`src/rtl/alu_ex_mem_stage.sv`:
```
// ---------------------------------------------------------------------------
// alu_ex_mem_stage
//
// Purpose: EX/MEM pipeline register directly behind the 64-bit ALU.
//   - Latches the ALU result, store data, destination and memory-control
//     bits into the MEM stage.
//   - Owns the architectural NZCV flag register. Only flag-setting
//     instructions (ANDS/ADDS/SUBS) update it.
//   - Provides a same-cycle NZCV bypass (cond_*) for B.cond resolution.
//   - Provides a latched zero bit (mem_zero) for CBZ in MEM.
//
// Ports:
//   clk, reset          clock (rising edge); asynchronous active-low reset
//   stall, flush        hold / squash the EX instruction (flush wins)
//   ex_*                EX-stage instruction: valid, result, NZCV, set_flags,
//                       rd, reg_write, mem_read, mem_write, store_data
//   mem_*               registered EX/MEM fields
//   flag_n/z/c/v        architectural NZCV register
//   cond_n/z/c/v        NZCV as seen by a condition check this cycle
// ---------------------------------------------------------------------------
module alu_ex_mem_stage #(
    parameter int WIDTH = 64,
    parameter int RADDR = 5
) (
    input  logic             clk,
    input  logic             reset,
    input  logic             stall,
    input  logic             flush,
    input  logic             ex_valid,
    input  logic [WIDTH-1:0] ex_result,
    input  logic             ex_negative,
    input  logic             ex_zero,
    input  logic             ex_carry,
    input  logic             ex_overflow,
    input  logic             ex_set_flags,
    input  logic [RADDR-1:0] ex_rd,
    input  logic             ex_reg_write,
    input  logic             ex_mem_read,
    input  logic             ex_mem_write,
    input  logic [WIDTH-1:0] ex_store_data,
    output logic             mem_valid,
    output logic [WIDTH-1:0] mem_result,
    output logic [WIDTH-1:0] mem_store_data,
    output logic [RADDR-1:0] mem_rd,
    output logic             mem_reg_write,
    output logic             mem_mem_read,
    output logic             mem_mem_write,
    output logic             mem_zero,
    output logic             flag_n,
    output logic             flag_z,
    output logic             flag_c,
    output logic             flag_v,
    output logic             cond_n,
    output logic             cond_z,
    output logic             cond_c,
    output logic             cond_v
);

    localparam logic [RADDR-1:0] XZR = '1;

    logic             valid_q,  valid_d;
    logic [WIDTH-1:0] result_q, result_d;
    logic [WIDTH-1:0] sdata_q,  sdata_d;
    logic [RADDR-1:0] rd_q,     rd_d;
    logic             regw_q,   regw_d;
    logic             mrd_q,    mrd_d;
    logic             mwr_q,    mwr_d;
    logic             zero_q,   zero_d;
    logic [3:0]       nzcv_q,   nzcv_d;   // {N,Z,C,V}

    logic [3:0] ex_nzcv;
    logic       ex_flag_wr;   // EX instruction is a live flag writer
    logic       capture;

    assign ex_nzcv    = {ex_negative, ex_zero, ex_carry, ex_overflow};
    assign ex_flag_wr = ex_valid & ex_set_flags & ~flush;
    assign capture    = ~stall & ~flush;

    always_comb begin
        valid_d  = valid_q;
        result_d = result_q;
        sdata_d  = sdata_q;
        rd_d     = rd_q;
        regw_d   = regw_q;
        mrd_d    = mrd_q;
        mwr_d    = mwr_q;
        zero_d   = zero_q;
        nzcv_d   = nzcv_q;

        if (flush) begin
            // Bubble: kill valid and every side-effecting strobe; the data
            // fields are don't-care downstream so they simply hold.
            valid_d = 1'b0;
            regw_d  = 1'b0;
            mrd_d   = 1'b0;
            mwr_d   = 1'b0;
        end else if (capture) begin
            valid_d  = ex_valid;
            result_d = ex_result;
            sdata_d  = ex_store_data;
            rd_d     = ex_rd;
            zero_d   = ex_zero;
            // Writes to XZR are discarded here so the register file never
            // sees them.
            regw_d   = ex_valid & ex_reg_write & (ex_rd != XZR);
            mrd_d    = ex_valid & ex_mem_read;
            mwr_d    = ex_valid & ex_mem_write;
            if (ex_valid & ex_set_flags)
                nzcv_d = ex_nzcv;
        end
    end

    always_ff @(posedge clk or negedge reset) begin
        if (!reset) begin
            valid_q  <= 1'b0;
            result_q <= '0;
            sdata_q  <= '0;
            rd_q     <= '0;
            regw_q   <= 1'b0;
            mrd_q    <= 1'b0;
            mwr_q    <= 1'b0;
            zero_q   <= 1'b0;
            nzcv_q   <= 4'b0000;
        end else begin
            valid_q  <= valid_d;
            result_q <= result_d;
            sdata_q  <= sdata_d;
            rd_q     <= rd_d;
            regw_q   <= regw_d;
            mrd_q    <= mrd_d;
            mwr_q    <= mwr_d;
            zero_q   <= zero_d;
            nzcv_q   <= nzcv_d;
        end
    end

    assign mem_valid      = valid_q;
    assign mem_result     = result_q;
    assign mem_store_data = sdata_q;
    assign mem_rd         = rd_q;
    assign mem_reg_write  = regw_q;
    assign mem_mem_read   = mrd_q;
    assign mem_mem_write  = mwr_q;
    assign mem_zero       = zero_q;

    assign {flag_n, flag_z, flag_c, flag_v} = nzcv_q;

    // The EX instruction is the youngest flag writer even while stalled,
    // so stall does not gate the bypass; only a flush removes it.
    assign {cond_n, cond_z, cond_c, cond_v} = ex_flag_wr ? ex_nzcv : nzcv_q;

endmodule

```
`config.mk`:
```
export PLATFORM = sky130hd
export DESIGN_NAME = alu_ex_mem_stage
export DESIGN_NICKNAME = d
export VERILOG_FILES = /design/src/rtl/alu_ex_mem_stage.sv
export SDC_FILE = /design/constraint.sdc
export NUM_CORES = 1
export LEC_CHECK = 0
export ABC_AREA = 1
export BUFFER_PORTS_ARGS = -buffer_cell sky130_fd_sc_hd__buf_2
export CAP_MARGIN = 15
export CORE_AREA = 2 2 114 116
export DETAILED_ROUTE_END_ITERATION = 10
export DIE_AREA = 0 0 116 118
export GPL_ROUTABILITY_DRIVEN = 0
export PLACE_DENSITY = 0.77
export SLEW_MARGIN = 20
export SYNTH_ARGS = -nofsm -noshare
export SYNTH_HDL_FRONTEND = slang
export SYNTH_SLANG_ARGS = --single-unit
```
`constraint.sdc`:
```
create_clock -name clk -period 1.6 [get_ports clk]
set_clock_uncertainty 0.05 [all_clocks]
set_input_delay 0.08 -clock clk [delete_from_list [all_inputs] [get_ports clk]]
set_output_delay 0.08 -clock clk [all_outputs]
set_load 0.01 [all_outputs]
```
==> impl_metrics.env <==
export IMPL_final_common_cell="nand2_1"
export IMPL_ys_seq_area_share_pct=62.57
export IMPL_setup_viol=0
export IMPL_power_density_mw_per_mm2=1107
export IMPL_insertion_delay_ns=0.41
export IMPL_cp_start_kind="input port"
export IMPL_drtAntennaViolNets=0
export IMPL_routed_via_count=6326
export IMPL_nFillCells=790
export IMPL_cts_buffers=17
export IMPL_ctsResizeCount=0
export IMPL_worst_slew_pin_transition_ns=0.4669
export IMPL_postCtsHoldBufs=147
export IMPL_fmax_ghz=0.7376
export IMPL_synth_cell_types=14
export IMPL_regArea_mm2=0.003553
export IMPL_hold_violations=0
export IMPL_total_leakage_power_nw=5.039
export IMPL_die_area_mm2=0.01369
export IMPL_die_h_um=118
export IMPL_crit_type="input port to flop"
export IMPL_critPathMostFrequentCell="dlygate4sd3_1"
export IMPL_power_switching_mw=2.833
export IMPL_clock_sinks=142
export IMPL_yosysWarnings=0
export IMPL_crit_required_ns=1.90
export IMPL_die_x_um=116
export IMPL_place_area_mm2=0.007257
export IMPL_fin_crit_sh_pct=84.73
export IMPL_drt_total_wl_um=20660
export IMPL_crit_fanout=6
export IMPL_grt_overflow_total=0
export IMPL_whs_ns=0.02886
export IMPL_drv_slew=0
export IMPL_setup_worst_path_end_class="flop"
export IMPL_p_int_mw=7.510
export IMPL_grt_setup_unrepaired="no"
export IMPL_start_util_pct=45.75
export IMPL_drc=0
export IMPL_hold_class="input port to flop"
export IMPL_status="finished, final reports clean"
export IMPL_drv_cap=0
export IMPL_pin_count=292
export IMPL_fin_util_pct=75.24
export IMPL_cp_slowest_cell="dlygate4sd3_1"
export IMPL_diodes=0
export IMPL_arrival_ns=1.66
export IMPL_io_buffers=291
export IMPL_multi_input_area_mm2=0.001867
export IMPL_synth_area_mm2=0.005679
export IMPL_pwr_share_comb_pct=19.4
export IMPL_row_count=41
export IMPL_clk_pin_slew_worst_paths_ns=0.06
export IMPL_seq_power_share_pct=41.4
export IMPL_cts_tree="yes"
export IMPL_final_area_mm2=0.009340
export IMPL_via_per_inst=5.085
export IMPL_grt_usage_pct=30.87
export IMPL_syn_inst=638
export IMPL_synthToLayoutAreaGrowth_pct=64.46
export IMPL_swShare_pct=27.39
export IMPL_grt_max_degree=81
export IMPL_antenna_found_initial=0
export IMPL_ys_ff_latch=142
export IMPL_dp_hpwl_um=10990
export IMPL_crit_chain="buf_4, dlygate4sd3_1, inv_2, nand3_1, dlygate4sd3_1, nand2_1"
export IMPL_syn_area_per_cell_um2=8.902
export IMPL_cts_setup_buffers=0
export IMPL_nets=1205
export IMPL_firstDrtPassIters=5
export IMPL_cts_max_level=4
export IMPL_drive_gt1_share_pct=30.97
export IMPL_core_area_mm2=0.01241
export IMPL_final_cell_mix="303 x nand2_1, 288 x buf_2, 147 x dlygate4sd3_1"
export IMPL_wl_per_cell_um=16.61
export IMPL_syn_num_nets=784
export IMPL_drtIter0Drc=543
export IMPL_max_clock_path_buffers=2
export IMPL_ir_drop_mv=0.7237
export IMPL_cts_root_buf="clkbuf_16"
export IMPL_min_period_ns=1.356
export IMPL_slew_headroom_pct=68.87
export IMPL_grt_pass1_wl_um=32930
export IMPL_tns_ns=0
export IMPL_critPathMaxStageDelay_ns=0.59
export IMPL_pwr_share_clk_pct=39.2
export IMPL_grt_pass1_vias=6640
## final timing paths
check / from / end / slack (ns) / cells after the start
setup / recovery: stall / nzcv_q[1] / 0.24 / 6
hold / removal: flush / mem_result[50] / 0.03 / 3
setup reg to reg: mem_store_data[21] / mem_store_data[21] / 0.81 / 2
hold reg to reg: mem_mem_write / mem_mem_write / 0.42 / 2
max in group asynchronous: reset / mem_mem_write / 0.76 / 3
min in group asynchronous: reset / mem_result[35] / 0.12 / 2
## per-layer routing
layer	part of all wire, %	up-vias	global-route usage [%]
met5	0	-	0
met4	5.2	0	19.27
met3	7.8	100	8.651
met2	51	406	52.05
met1	36	2943	33.82
li1	-	2877	-
## layout make-up
| type | count | share of cell area (%) |
|---|---|---|
| Tap cell | 172 | 2.304 |
| Multi-Input combinational cell | 448 | 19.99 |
| Clock buffer | 23 | 5.117 |
| Sequential cell | 142 | 38.04 |
| Inverter | 3 | 0.1206 |
| Timing Repair Buffer | 447 | 32.99 |
| Clock inverter | 9 | 1.433 |
## flip-flops by register name, summed over array words and instances (netlist names)
signal,cells
mem_result,64
mem_store_data,64
mem_rd,5
nzcv_q,4
mem_mem_read,1
mem_mem_write,1
mem_reg_write,1
mem_valid,1
mem_zero,1
## Yosys cell counts
| cell | instances | area [um2] |
|---|---|---|
| nand2_1 | 303 | 1137 |
| dfrtp_1 | 142 | 3553 |
| o21ai_0 | 134 | 670.6 |
| clkbuf_1 | 21 | 78.83 |
| buf_4 | 17 | 127.6 |
| nand3_1 | 6 | 30.03 |
| clkbuf_2 | 5 | 25.02 |
| nor2_1 | 3 | 11.26 |
| inv_1 | 2 | 7.510 |
| buf_2 | 1 | 5.000 |
| buf_6 | 1 | 11.26 |
| inv_2 | 1 | 3.750 |
| nor2_2 | 1 | 6.260 |
| nor2_4 | 1 | 11.26 |
## per-stage QoR
step | total power [mW] | setup slack (ns) | std cells
after detailed placement | 5.965 | 0.4072 | 1065
after global routing | 10.79 | 0.1574 | 1244
after floorplan | 5.052 | 0.7144 | 638
final | 10.34 | 0.2443 | 1244
after CTS | 10.28 | 0.2752 | 1244
after global placement | 5.920 | 0.4233 | 1065
## worst max-delay path, delay by kind of cell
family | cells | cell delay (ns)
buf+inv | 4 | 1.41
simple gates | 2 | 0.17
## power by group through the flow
stage / clock [mW] / combinational [mW] / sequential, mW
after floorplan: 0 / 0.525 / 4.53
after global placement: 0 / 1.62 / 4.30
final: 4.06 / 2.00 / 4.29
after detailed placement: 0 / 1.66 / 4.31
after CTS: 4.09 / 1.94 / 4.26
after global routing: 4.27 / 2.20 / 4.33
## cells by family (layout without fill, tap and decap cells)
| logic type | count (synthesis) | after routing | share of synthesized area (%) |
|---|---|---|---|
| simple gates | 314 | 314 | 21.06 |
| flops | 142 | 142 | 62.57 |
| compound gates | 134 | 134 | 11.81 |
| buf+inv | 48 | 482 | 4.560 |
Power figures use the tool's default switching activity.
